===== src/rtl/pwm_dec_pkg.sv =====
// Shared types and constants for the PWM duty decoder: FSM state encoding,
// default sizing and the deglitch filter length.
package pwm_dec_pkg;

    typedef enum logic {
        IDLE    = 1'b0,
        MEASURE = 1'b1
    } state_t;

    localparam int DEF_CNT_W       = 16;
    localparam int DEF_SYNC_STAGES = 2;
    localparam int DEGLITCH_LEN    = 3;

endpackage


===== src/rtl/pwm_in_cond.sv =====
// Input conditioning for the PWM decoder: synchronizer, optional stability
// filter (PWM_DEC_DEGLITCH_EN) and rising-edge detector.
module pwm_in_cond
    import pwm_dec_pkg::*;
#(
    parameter int SYNC_STAGES = DEF_SYNC_STAGES
) (
    input  logic clk1,
    input  logic rst,
    input  logic pwm_in,
    output logic level,
    output logic rise
);

    logic [SYNC_STAGES-1:0] sync_q;
    logic                   synced;
    logic                   prev_q;

    // NOTE: state registers use non-blocking assignments so every flop samples
    // the pre-edge value of its neighbour; blocking here would collapse the chain.
    always_ff @(posedge clk1 or posedge rst) begin
        if (rst) begin
            sync_q <= '0;
        end else begin
            sync_q <= {sync_q[SYNC_STAGES-2:0], pwm_in};
        end
    end

    assign synced = sync_q[SYNC_STAGES-1];

`ifdef PWM_DEC_DEGLITCH_EN
    logic [DEGLITCH_LEN-2:0] hist_q;
    logic                    filt_q;
    logic                    all_high;
    logic                    all_low;

    // Level follows synced only once the current and previous two samples agree.
    assign all_high = &{synced, hist_q};
    assign all_low  = ~|{synced, hist_q};
    assign level    = (all_high || all_low) ? synced : filt_q;

    always_ff @(posedge clk1 or posedge rst) begin
        if (rst) begin
            hist_q <= '0;
            filt_q <= 1'b0;
        end else begin
            hist_q <= {hist_q[DEGLITCH_LEN-3:0], synced};
            filt_q <= level;
        end
    end
`else
    assign level = synced;
`endif

    always_ff @(posedge clk1 or posedge rst) begin
        if (rst) begin
            prev_q <= 1'b0;
        end else begin
            prev_q <= level;
        end
    end

    assign rise = level & ~prev_q;

endmodule


===== src/rtl/pwm_duty_decoder.sv =====
// PWM duty decoder top: frame FSM, high/period counters, valid/ready output
// register with overrun and timeout flags. Optional filter: PWM_DEC_DEGLITCH_EN.
module pwm_duty_decoder
    import pwm_dec_pkg::*;
#(
    parameter int CNT_W       = DEF_CNT_W,
    parameter int SYNC_STAGES = DEF_SYNC_STAGES
) (
    input  logic             clk1,
    input  logic             rst,
    input  logic             pwm_in,
    input  logic             sample_ready,
    output logic             sample_valid,
    output logic [CNT_W-1:0] high_cnt,
    output logic [CNT_W-1:0] period_cnt,
    output logic             overrun,
    output logic             timeout,
    output logic             stuck_level
);

    localparam logic [CNT_W-1:0] CNT_ONE = CNT_W'(1);
    localparam logic [CNT_W-1:0] CNT_MAX = '1;

    logic             level;
    logic             rise;
    state_t           state, state_nx;
    logic [CNT_W-1:0] period, period_nx;
    logic [CNT_W-1:0] high, high_nx;
    logic             capture;
    logic             expire;
    logic             drop;
    logic             handshake;

    pwm_in_cond #(
        .SYNC_STAGES(SYNC_STAGES)
    ) u_cond (
        .clk1  (clk1),
        .rst   (rst),
        .pwm_in(pwm_in),
        .level (level),
        .rise  (rise)
    );

    // NOTE: every signal gets a default before the case so no path leaves it
    // unassigned; otherwise synthesis infers a latch.
    always_comb begin
        state_nx  = state;
        period_nx = period;
        high_nx   = high;
        capture   = 1'b0;
        expire    = 1'b0;
        unique case (state)
            IDLE: begin
                if (rise) begin
                    state_nx  = MEASURE;
                    period_nx = CNT_ONE;
                    high_nx   = CNT_ONE;
                end
            end
            MEASURE: begin
                if (rise) begin
                    capture   = 1'b1;
                    period_nx = CNT_ONE;
                    high_nx   = CNT_ONE;
                end else if (period == CNT_MAX) begin
                    // No edge in range: drop the partial frame before the counter can wrap.
                    expire    = 1'b1;
                    state_nx  = IDLE;
                    period_nx = '0;
                    high_nx   = '0;
                end else begin
                    period_nx = period + CNT_ONE;
                    high_nx   = high + CNT_W'(level);
                end
            end
            default: state_nx = IDLE;
        endcase
    end

    always_ff @(posedge clk1 or posedge rst) begin
        if (rst) begin
            state  <= IDLE;
            period <= '0;
            high   <= '0;
        end else begin
            state  <= state_nx;
            period <= period_nx;
            high   <= high_nx;
        end
    end

    assign handshake = sample_valid & sample_ready;
    assign drop      = capture & sample_valid & ~sample_ready;

    always_ff @(posedge clk1 or posedge rst) begin
        if (rst) begin
            sample_valid <= 1'b0;
            high_cnt     <= '0;
            period_cnt   <= '0;
            overrun      <= 1'b0;
            timeout      <= 1'b0;
            stuck_level  <= 1'b0;
        end else begin
            if (capture && !drop) begin
                high_cnt     <= high;
                period_cnt   <= period;
                sample_valid <= 1'b1;
            end else if (handshake) begin
                sample_valid <= 1'b0;
            end
            if (drop) begin
                overrun <= 1'b1;
            end else if (handshake) begin
                overrun <= 1'b0;
            end
            timeout <= expire;
            if (expire) begin
                stuck_level <= level;
            end
        end
    end

endmodule


===== config.mk =====
export PLATFORM = sky130hd
export DESIGN_NAME = pwm_duty_decoder
export DESIGN_NICKNAME = d
export VERILOG_FILES = /design/src/rtl/pwm_dec_pkg.sv /design/src/rtl/pwm_in_cond.sv /design/src/rtl/pwm_duty_decoder.sv
export SDC_FILE = /design/constraint.sdc
export NUM_CORES = 1
export LEC_CHECK = 0
export CAP_MARGIN = 20
export CORE_UTILIZATION = 45
export CTS_CLUSTER_SIZE = 28
export DETAILED_ROUTE_END_ITERATION = 7
export GPL_ROUTABILITY_DRIVEN = 1
export PLACE_DENSITY_LB_ADDON = 0.2
export SLEW_MARGIN = 5
export SYNTH_ARGS = -nofsm -noshare
export SYNTH_HDL_FRONTEND = slang
export SYNTH_SLANG_ARGS = --single-unit

===== constraint.sdc =====
create_clock -name clk1 -period 2.6 [get_ports clk1]
set_input_delay 0.39 -clock clk1 [delete_from_list [all_inputs] [get_ports clk1]]
set_output_delay 0.39 -clock clk1 [all_outputs]
set_load 0.05 [all_outputs]

# [Word-level counts from Yosys, hierarchy flattened]
# Cells that the tools add are included.
# Widths: inputs -> output; s select.
[word_totals] in_bits=4 ff_bits=72
[op_classes] add_sub_neg=2 n_eq_ne=2 mux=18 bitwise=7 reduce_logical=4
[op_table] cell="$mux 16" count=5
[op_table] cell="$pmux 16 s2" count=2
[op_table] cell="$add 16x1->16" count=1
[op_table] cell="$add 16x1->16 const B" count=1
[op_table] cell="$eq 16x16->1 const B" count=1
[op_table] cell="$mux 1" count=10
[op_table] cell="$and 1x1->1" count=4
[op_table] cell="$reduce_bool 2->1" count=2
[op_table] cell="$not 1->1" count=3
[op_table] cell="$ne 2x2->1 const B" count=1
[op_table] cell="$pmux 1 s2" count=1
[op_table] cell="$logic_and 1x1->1" count=1
[op_table] cell="$logic_not 1->1" count=1

# [Longest topological paths before layout]
# Gate-level depths: netlist (run 1).
[depth] word_depth=9 depth_mapped=8

# [Modules after synthesis]
# Synthesis (run 1) repeated with hierarchy kept, for this count alone.
[hier_totals] cells_unflattened=293 area_unflattened_um2=3281.9
[by_module_without_submodules] mod="pwm_duty_decoder" n_inst=1 area_each_um2=3189.3 cells_per_inst=288
[by_module_without_submodules] mod="pwm_in_cond" n_inst=1 area_each_um2=92.6 cells_per_inst=5

# [Worst setup path after synthesis (run 1)]
# No wires, ideal clock.
[synth_timing] path_kind="register to register" startpoint="register period[0]" endpoint="register period[7]" setup_slack_ns=0.660 n_path_buf=3 required_ns=2.517 stages_incl_launch_ff=9 setup_time_ns=0.083 t_arrival_ns=1.858 path_cell_list="dfrtp_1 > ha_1 > and4_4 > buf_6 > and4_4 > buf_6 > buf_6 > or4_1 > o21ai_0"
[synth_between] elab_chain_len=4
[synth_rtl] item="start: declaration" line_no="pwm_duty_decoder.sv:27" rtl="logic [CNT_W-1:0] period, period_nx;"
[synth_rtl] item="start signal: assignment" line_no="pwm_duty_decoder.sv:87" rtl="period <= period_nx;"
[synth_rtl] item="$add 16x1->16 / $eq 16x16->1 (equally long branches)" line_no="pwm_duty_decoder.sv:72, pwm_duty_decoder.sv:65"
[synth_rtl] item="$mux 16 (*)" line_no="pwm_duty_decoder.sv:65" rtl="end else if (period == CNT_MAX) begin"
[synth_rtl] item="$mux 16 (*)" line_no="pwm_duty_decoder.sv:61" rtl="if (rise) begin"
[synth_rtl] item="$pmux 16 s2 (*)" line_no="pwm_duty_decoder.sv:52" rtl="unique case (state)"
# Every way passes the cells marked *; elsewhere a longest branch is shown, timed or not.
# A chain may end at the register's enable or synchronous reset.

# [Worst setup path after layout (run 1)]
[layout_timing] startpoint="register sample_valid" endpoint="output sample_valid"
[layout_lines] item="start: declaration" line_no="pwm_duty_decoder.sv:13" rtl="output logic sample_valid,"
[layout_lines] item="start signal: assignment" line_no="pwm_duty_decoder.sv:97" rtl="sample_valid <= 1'b0;"
[layout_lines] item="start signal: assignment" line_no="pwm_duty_decoder.sv:107" rtl="sample_valid <= 1'b1;"
[layout_lines] item="start signal: assignment" line_no="pwm_duty_decoder.sv:109" rtl="sample_valid <= 1'b0;"
# No word-level cell between the ends.

==> results of run 1 <==
-- stage by stage --
| stage | instances | total power, mW |
|---|---|---|
| after detailed placement | 426 | 1.99 |
| after global placement | 426 | 1.97 |
| after global routing | 442 | 2.93 |
| final | 442 | 2.80 |
| after floorplan | 303 | 1.78 |
| after CTS | 442 | 2.83 |
-- logic make-up (layout without fill, tap and decap cells) --
| family | Yosys count | in the layout | synth area share (%) |
|---|---|---|---|
| mux | 32 | 32 | 10.8 |
| flops | 72 | 72 | 53.8 |
| fa+ha+maj | 3 | 3 | 1.12 |
| simple gates | 89 | 89 | 15.2 |
| xor+xnor | 3 | 3 | 0.784 |
| buf+inv | 39 | 79 | 5.49 |
| compound gates | 65 | 65 | 13.0 |
-- power by group --
part	switching, mW	leakage (nW)	internal (mW)	total [mW]
clock	0.394	0.0941	0.440	0.834
combinational	0.370	0.733	0.234	0.604
sequential	0.123	0.965	1.24	1.36
total	0.887	1.79	1.91	2.80
-- routing by layer --
metal	share of wire, %	track usage [%]
met3	4.8	5.50
met1	47	26.6
met2	47	31.3
met4	0.64	6.30
met5	0	0
-- sequential cells by signal, indices dropped and copies added, names as in the netlist, 2 cells and up --
register and flops:
high 16, period 16, high_cnt 16, period_cnt 16, u_cond.sync_q 2
-- path summary, 6_finish.rpt --
path                               endpoint  cells after the start  slack [ps]             start
max                            sample_valid                      1         580      sample_valid
min                        u_cond.sync_q[1]                      0         350  u_cond.sync_q[0]
max reg2reg                        high[10]                      5         620         period[0]
min reg2reg                u_cond.sync_q[1]                      0         350  u_cond.sync_q[0]
max in group asynchronous           high[9]                      3        1840               rst
min in group asynchronous           overrun                      3         440               rst
-- layout make-up --
type	instances	area, um^2	area share [%]
Timing Repair Buffer	49	478	11.9
Clock inverter	4	45.0	1.12
Multi-Input combinational cell	192	1380	34.3
Sequential cell	72	1800	44.9
Tap cell	99	124	3.09
Inverter	14	52.6	1.31
Clock buffer	12	135	3.37
-- synth_stat cells (all sizes together), types with 2 or more instances --
| cell type | count |
|---|---|
| dfrtp | 72 |
| mux2 | 32 |
| a31oi | 28 |
| clkbuf | 15 |
| nand2 | 15 |
| inv | 14 |
| nand3 | 14 |
| o21ai | 12 |
| buf | 10 |
| or4 | 10 |
| and3 | 8 |
| nor2 | 8 |
| nand4 | 7 |
| or3 | 7 |
| a41oi | 5 |
| and4 | 5 |
| nand2b | 4 |
| nor3 | 4 |
| a211o | 3 |
| a21oi | 3 |
| a22o | 3 |
| ha | 3 |
| nor4 | 3 |
| xor2 | 3 |
| and2 | 2 |
| o211ai | 2 |
| o31ai | 2 |
==> summary.md, run 1 <==
| Metric | Value |
|---|---|
| Outcome | `finished, violations left` |
| Failing checks | `design-rule violations` |
| Avg Inst Size Synth | `11.1 um^2` |
| Async set or reset register ratio after synthesis | `100%` |
| Post-route minimum period | `2020 ps` |
| CP required | `2210 ps` |
| Ranking of synthesized cells by area | `dfrtp_1 54%, mux2_2 11%, a31oi_1 5.2%, or4_1 2.2%, nand3_1 2.1%` |
| Worst Setup Slack, final | `578 ps` |
| Commonest non-fill, non-tap cells in the layout | `72 x dfrtp_1, 39 x clkdlybuf4s50_1, 32 x mux2_2` |
| Number of vias per cell | `roughly 5.7` |
| Leak | `~1.8 nW` |
| DRT Wirelength | `6930 um` |
| Cells along the critical path | `clkdlybuf4s50_1` |
| Commonest non-fill, non-tap cell in the layout | `dfrtp_1` |
| TritonRoute pass-1 iters | `6` |
| Chip height | `88.3 um` |
| CTS sink count | `72` |
| IO Port Bufs | `39` |
| Setup crit end kind | `output pin` |
| Std cell rows | `31` |
| Syn. warnings | `0` |
| Post-CTS Setup Bufs | `0` |
| Area of the die | `a little under 8000 um^2` |
| CP max FO | `5` |
| Post-DP HPWL | `between 4000 and 5000 um` |
| Final Util | `55.6%` |
| Synth top area share | `a little over half` |
| CP max stage cell | `clkdlybuf4s50_1` |
| CTS H-tree depth | `3` |
| Ant diodes | `0` |
| Vias after detailed routing | `between 2000 and 3000` |
| Mapped Nets | `310` |
| Yosys top cell by area | `dfrtp_1` |
| Drt wl/cell | `15.7 um` |
| CP arrival | `1630 ps` |
| Post-Synthesis Cells | `303` |
| Die Width | `88.3 um` |
| Fillers | `650` |
| Clk pin slew, worst setup/hold paths | `70 ps` |
| GRT Util Overall | `19.8%` |
| First-pass GRT wire length | `11800 um` |
| Ys flop type | `dfrtp_1` |
| Final setup fails | `0` |
| Setup WS pre-CTS | `slightly below 600 ps` |
| Share of layout cells above drive strength 1 | `around 17%` |
| Synth-to-layout area growth | `19.7%` |
| Cts repair resizes | `0` |
| Cts bufs inserted | `9` |
| Design area | `between 4000 and 5000 um^2` |
| Setup TNS | `0 ps` |
| Synthesized flop and latch total | `between 70 and 80` |
| WP buf/inv | `1` |
| Seq/Total Area, Yosys | `53.8%` |
| Critical path class | `flop to output pin` |
| Final critical-path share of the clock period | `77.8%` |
| Clock skew | `5.79 ps` |
| Initial core utilization | `46.5%` |
| Unrepaired setup endpoints after global routing | `no` |
| Clock Latency Late Sink | `340 ps` |
| Critical path launch point type | `flop` |
| Min Hold Slack | `352 ps` |
| MaxCap Viol Count | `0` |
| Initial antenna violation count | `0` |
| Post-Syn Area | `3350 um^2` |
| Largest net degree at the start of global routing | `73` |
| CTS root buffer | `clkbuf_8` |
| Gpl congestion | `around 0.80` |
| Cts hold-fix bufs | `0` |
| Bufs on Longest Clock Path | `2` |
| DRC | `2` |
| Endpoints failing hold | `0` |
| Unique masters post-synth | `39` |
| Fin. max-slew vios | `0` |
| Worst rel slew slack | `61.3%` |
| Antenna viol nets, final | `0` |
| Cell Pwr Density | `697 nW/um^2` |
| Largest stage delay on the critical path | `~840 ps` |
| Critical path's top delay family | `buffers and inverters` |
| Fmax | `494 MHz` |
| Nets | `345` |
| Number of global-route vias before repair | `approximately 2400` |
| DP Area | `3830 um^2` |
| Post-synth EDFFs | `0` |
| HP Class | `flop to flop` |
| I/O pins | `40` |
| CTS tree | `yes` |
| Worst Max-Slew Pin Slew | `just under 600 ps` |
| Area of the core | `approximately 7200 um^2` |
| Worst VDD drop | `0.301 mV` |
| Total congestion overflow | `0` |
| Starting DRT DRC Count | `154` |
Power figures use the tool's default switching activity.
==> run 2, diff against run 1 <==
==> constraint.sdc (replaced) <==
create_clock -name clk1 -period 2 [get_ports clk1]
set_input_delay 0.3 -clock clk1 [delete_from_list [all_inputs] [get_ports clk1]]
set_output_delay 0.3 -clock clk1 [all_outputs]
set_load 0.05 [all_outputs]
==> summary.md, run 2 (synthesis gave the netlist of run 1 again) <==
| Metric | Value |
|---|---|
| DP Area | `3970 um^2` |
| Nets | `360` |
| Met2 Usage GRT | `34.5%` |
| Number of vias per cell | `5.73` |
| Largest net degree at the start of global routing | `73` |
| Setup TNS | `0 ps` |
| CTS sink count | `72` |
| Total congestion overflow | `0` |
| Chip height | `between 80 and 90 um` |
| First-pass GRT wire length | `roughly 13000 um` |
| Design area | `between 4000 and 5000 um^2` |
| Grt peak-use layer | `met2` |
| Post-route minimum period | `1890 ps` |
| IO Port Bufs | `39` |
| Leak | `1.88 nW` |
| Worst Min Path Start | `u_cond.sync_q[0]` |
| Cells along the critical path | `clkdlybuf4s50_1` |
| Setup crit end kind | `output pin` |
| Reg2reg end | `high[10]` |
| Final critical-path share of the clock period | `94.5%` |
| Clock Latency Late Sink | `between 300 and 400 ps` |
| M1 GR Usage | `27.9%` |
| Starting DRT DRC Count | `169` |
| Vias after detailed routing | `2612` |
| Drt wl/cell | `16.4 um` |
| Area of the core | `7210 um^2` |
| Critical path class | `flop to output pin` |
| CP arrival | `approximately 1600 ps` |
| Post-CTS Setup Bufs | `0` |
| Final setup fails | `0` |
| CTS tree | `yes` |
| Fmax | `529 MHz` |
| WP buf/inv | `1` |
| Initial core utilization | `46.5%` |
| I/O pins | `40` |
| CP required | `1700 ps` |
| Die Width | `88.3 um` |
| Initial antenna violation count | `0` |
| Clk pin slew, worst setup/hold paths | `80 ps` |
| CP max FO | `5` |
| Std cell rows | `31` |
| Cts bufs inserted | `9` |
| HP Class | `flop to flop` |
| Worst VDD drop | `0.405 mV` |
| GRT met3 Usage | `a little over 5%` |
| Gpl congestion | `between 0.8 and 0.9` |
| Fillers | `644` |
| CTS root buffer | `clkbuf_8` |
| Commonest non-fill, non-tap cells in the layout | `72 x dfrtp_1, 39 x clkdlybuf4s50_1, 32 x mux2_2` |
| Share of layout cells above drive strength 1 | `approximately 22%` |
| TritonRoute pass-1 iters | `4` |
| Bufs on Longest Clock Path | `2` |
| Critical path launch point type | `flop` |
| Endpoints failing hold | `0` |
| Flop-to-flop setup slack | `160 ps` |
| Hold Path End | `u_cond.sync_q[1]` |
| Critical path's top delay family | `buffers and inverters` |
| Cts repair resizes | `0` |
| Antenna viol nets, final | `0` |
| MaxCap Viol Count | `0` |
| Hold depth | `0` |
| Clock skew | `~8.0 ps` |
| Cts hold-fix bufs | `0` |
| Unrepaired setup endpoints after global routing | `no` |
| DRC | `0` |
| Post-DP HPWL | `5010 um` |
| Outcome | `finished clean` |
| Worst Max-Slew Pin Slew | `500 ps` |
| Synth-to-layout area growth | `24.6%` |
| Fin. max-slew vios | `0` |
| Ant diodes | `0` |
| CTS H-tree depth | `3` |
| DRT Wirelength | `~7500 um` |
| Largest stage delay on the critical path | `830 ps` |
| GRT Util Overall | `a little over a fifth` |
| CP max stage cell | `clkdlybuf4s50_1` |
| Worst reg2reg startpoint | `period[1]` |
| Reg2reg path depth | `5` |
| Commonest non-fill, non-tap cell in the layout | `dfrtp_1` |
| Area of the die | `approximately 7800 um^2` |
| Number of global-route vias before repair | `2598` |
| Worst rel slew slack | `around two thirds` |
| Cell Pwr Density | `~900 nW/um^2` |
==> run 2: layout make-up <==
class / count / area, um^2 / area share, %
Inverter: 14 / 56.3 / 1.35
Clock buffer: 9 / 124 / 2.97
Clock inverter: 6 / 85.1 / 2.04
Sequential cell: 72 / 1800 / 43.1
Multi-Input combinational cell: 192 / 1370 / 32.8
Tap cell: 99 / 124 / 2.97
Timing Repair Buffer: 64 / 616 / 14.7
==> run 2: per-layer routing <==
layer	vias to the layer above	wire, um
li1	1220	-
met1	1318	3490
met2	59	3580
met3	15	289
met4	0	129
met5	-	0
==> run 2: metrics by stage <==
stage / hold slack [ps] / setup WS [ps] / total power [mW] / util (%) / cells
CTS: 367 / 97.0 / 3.89 / 57.9 / 456
finish: 362 / 110 / 3.86 / 57.9 / 456
detailed placement: 348 / 185 / 2.65 / 55.0 / 441
global placement: 338 / 210 / 2.62 / 55.0 / 441
floorplan: 331 / 59.8 / 2.32 / - / 303
global route: 369 / 34.3 / 4.05 / 57.9 / 456
==> run 2: how the worst max path moves through the flow <==
stage	startpoint	to	slack, ps	cells after the start
CTS	sample_valid	sample_valid	100	1
detailed placement	period[0]	high[10]	190	5
floorplan	period[0]	period[7]	60	8
global placement	period[0]	high[10]	210	5
finish	sample_valid	sample_valid	110	1
global route	sample_valid	sample_valid	30	1
==> run 2: report_power, final <==
part / leakage [nW] / total (mW) / internal, mW / switching (mW)
Combinational: 0.809 / 0.877 / 0.349 / 0.527
Clock: 0.101 / 1.24 / 0.690 / 0.553
Sequential: 0.965 / 1.74 / 1.61 / 0.131
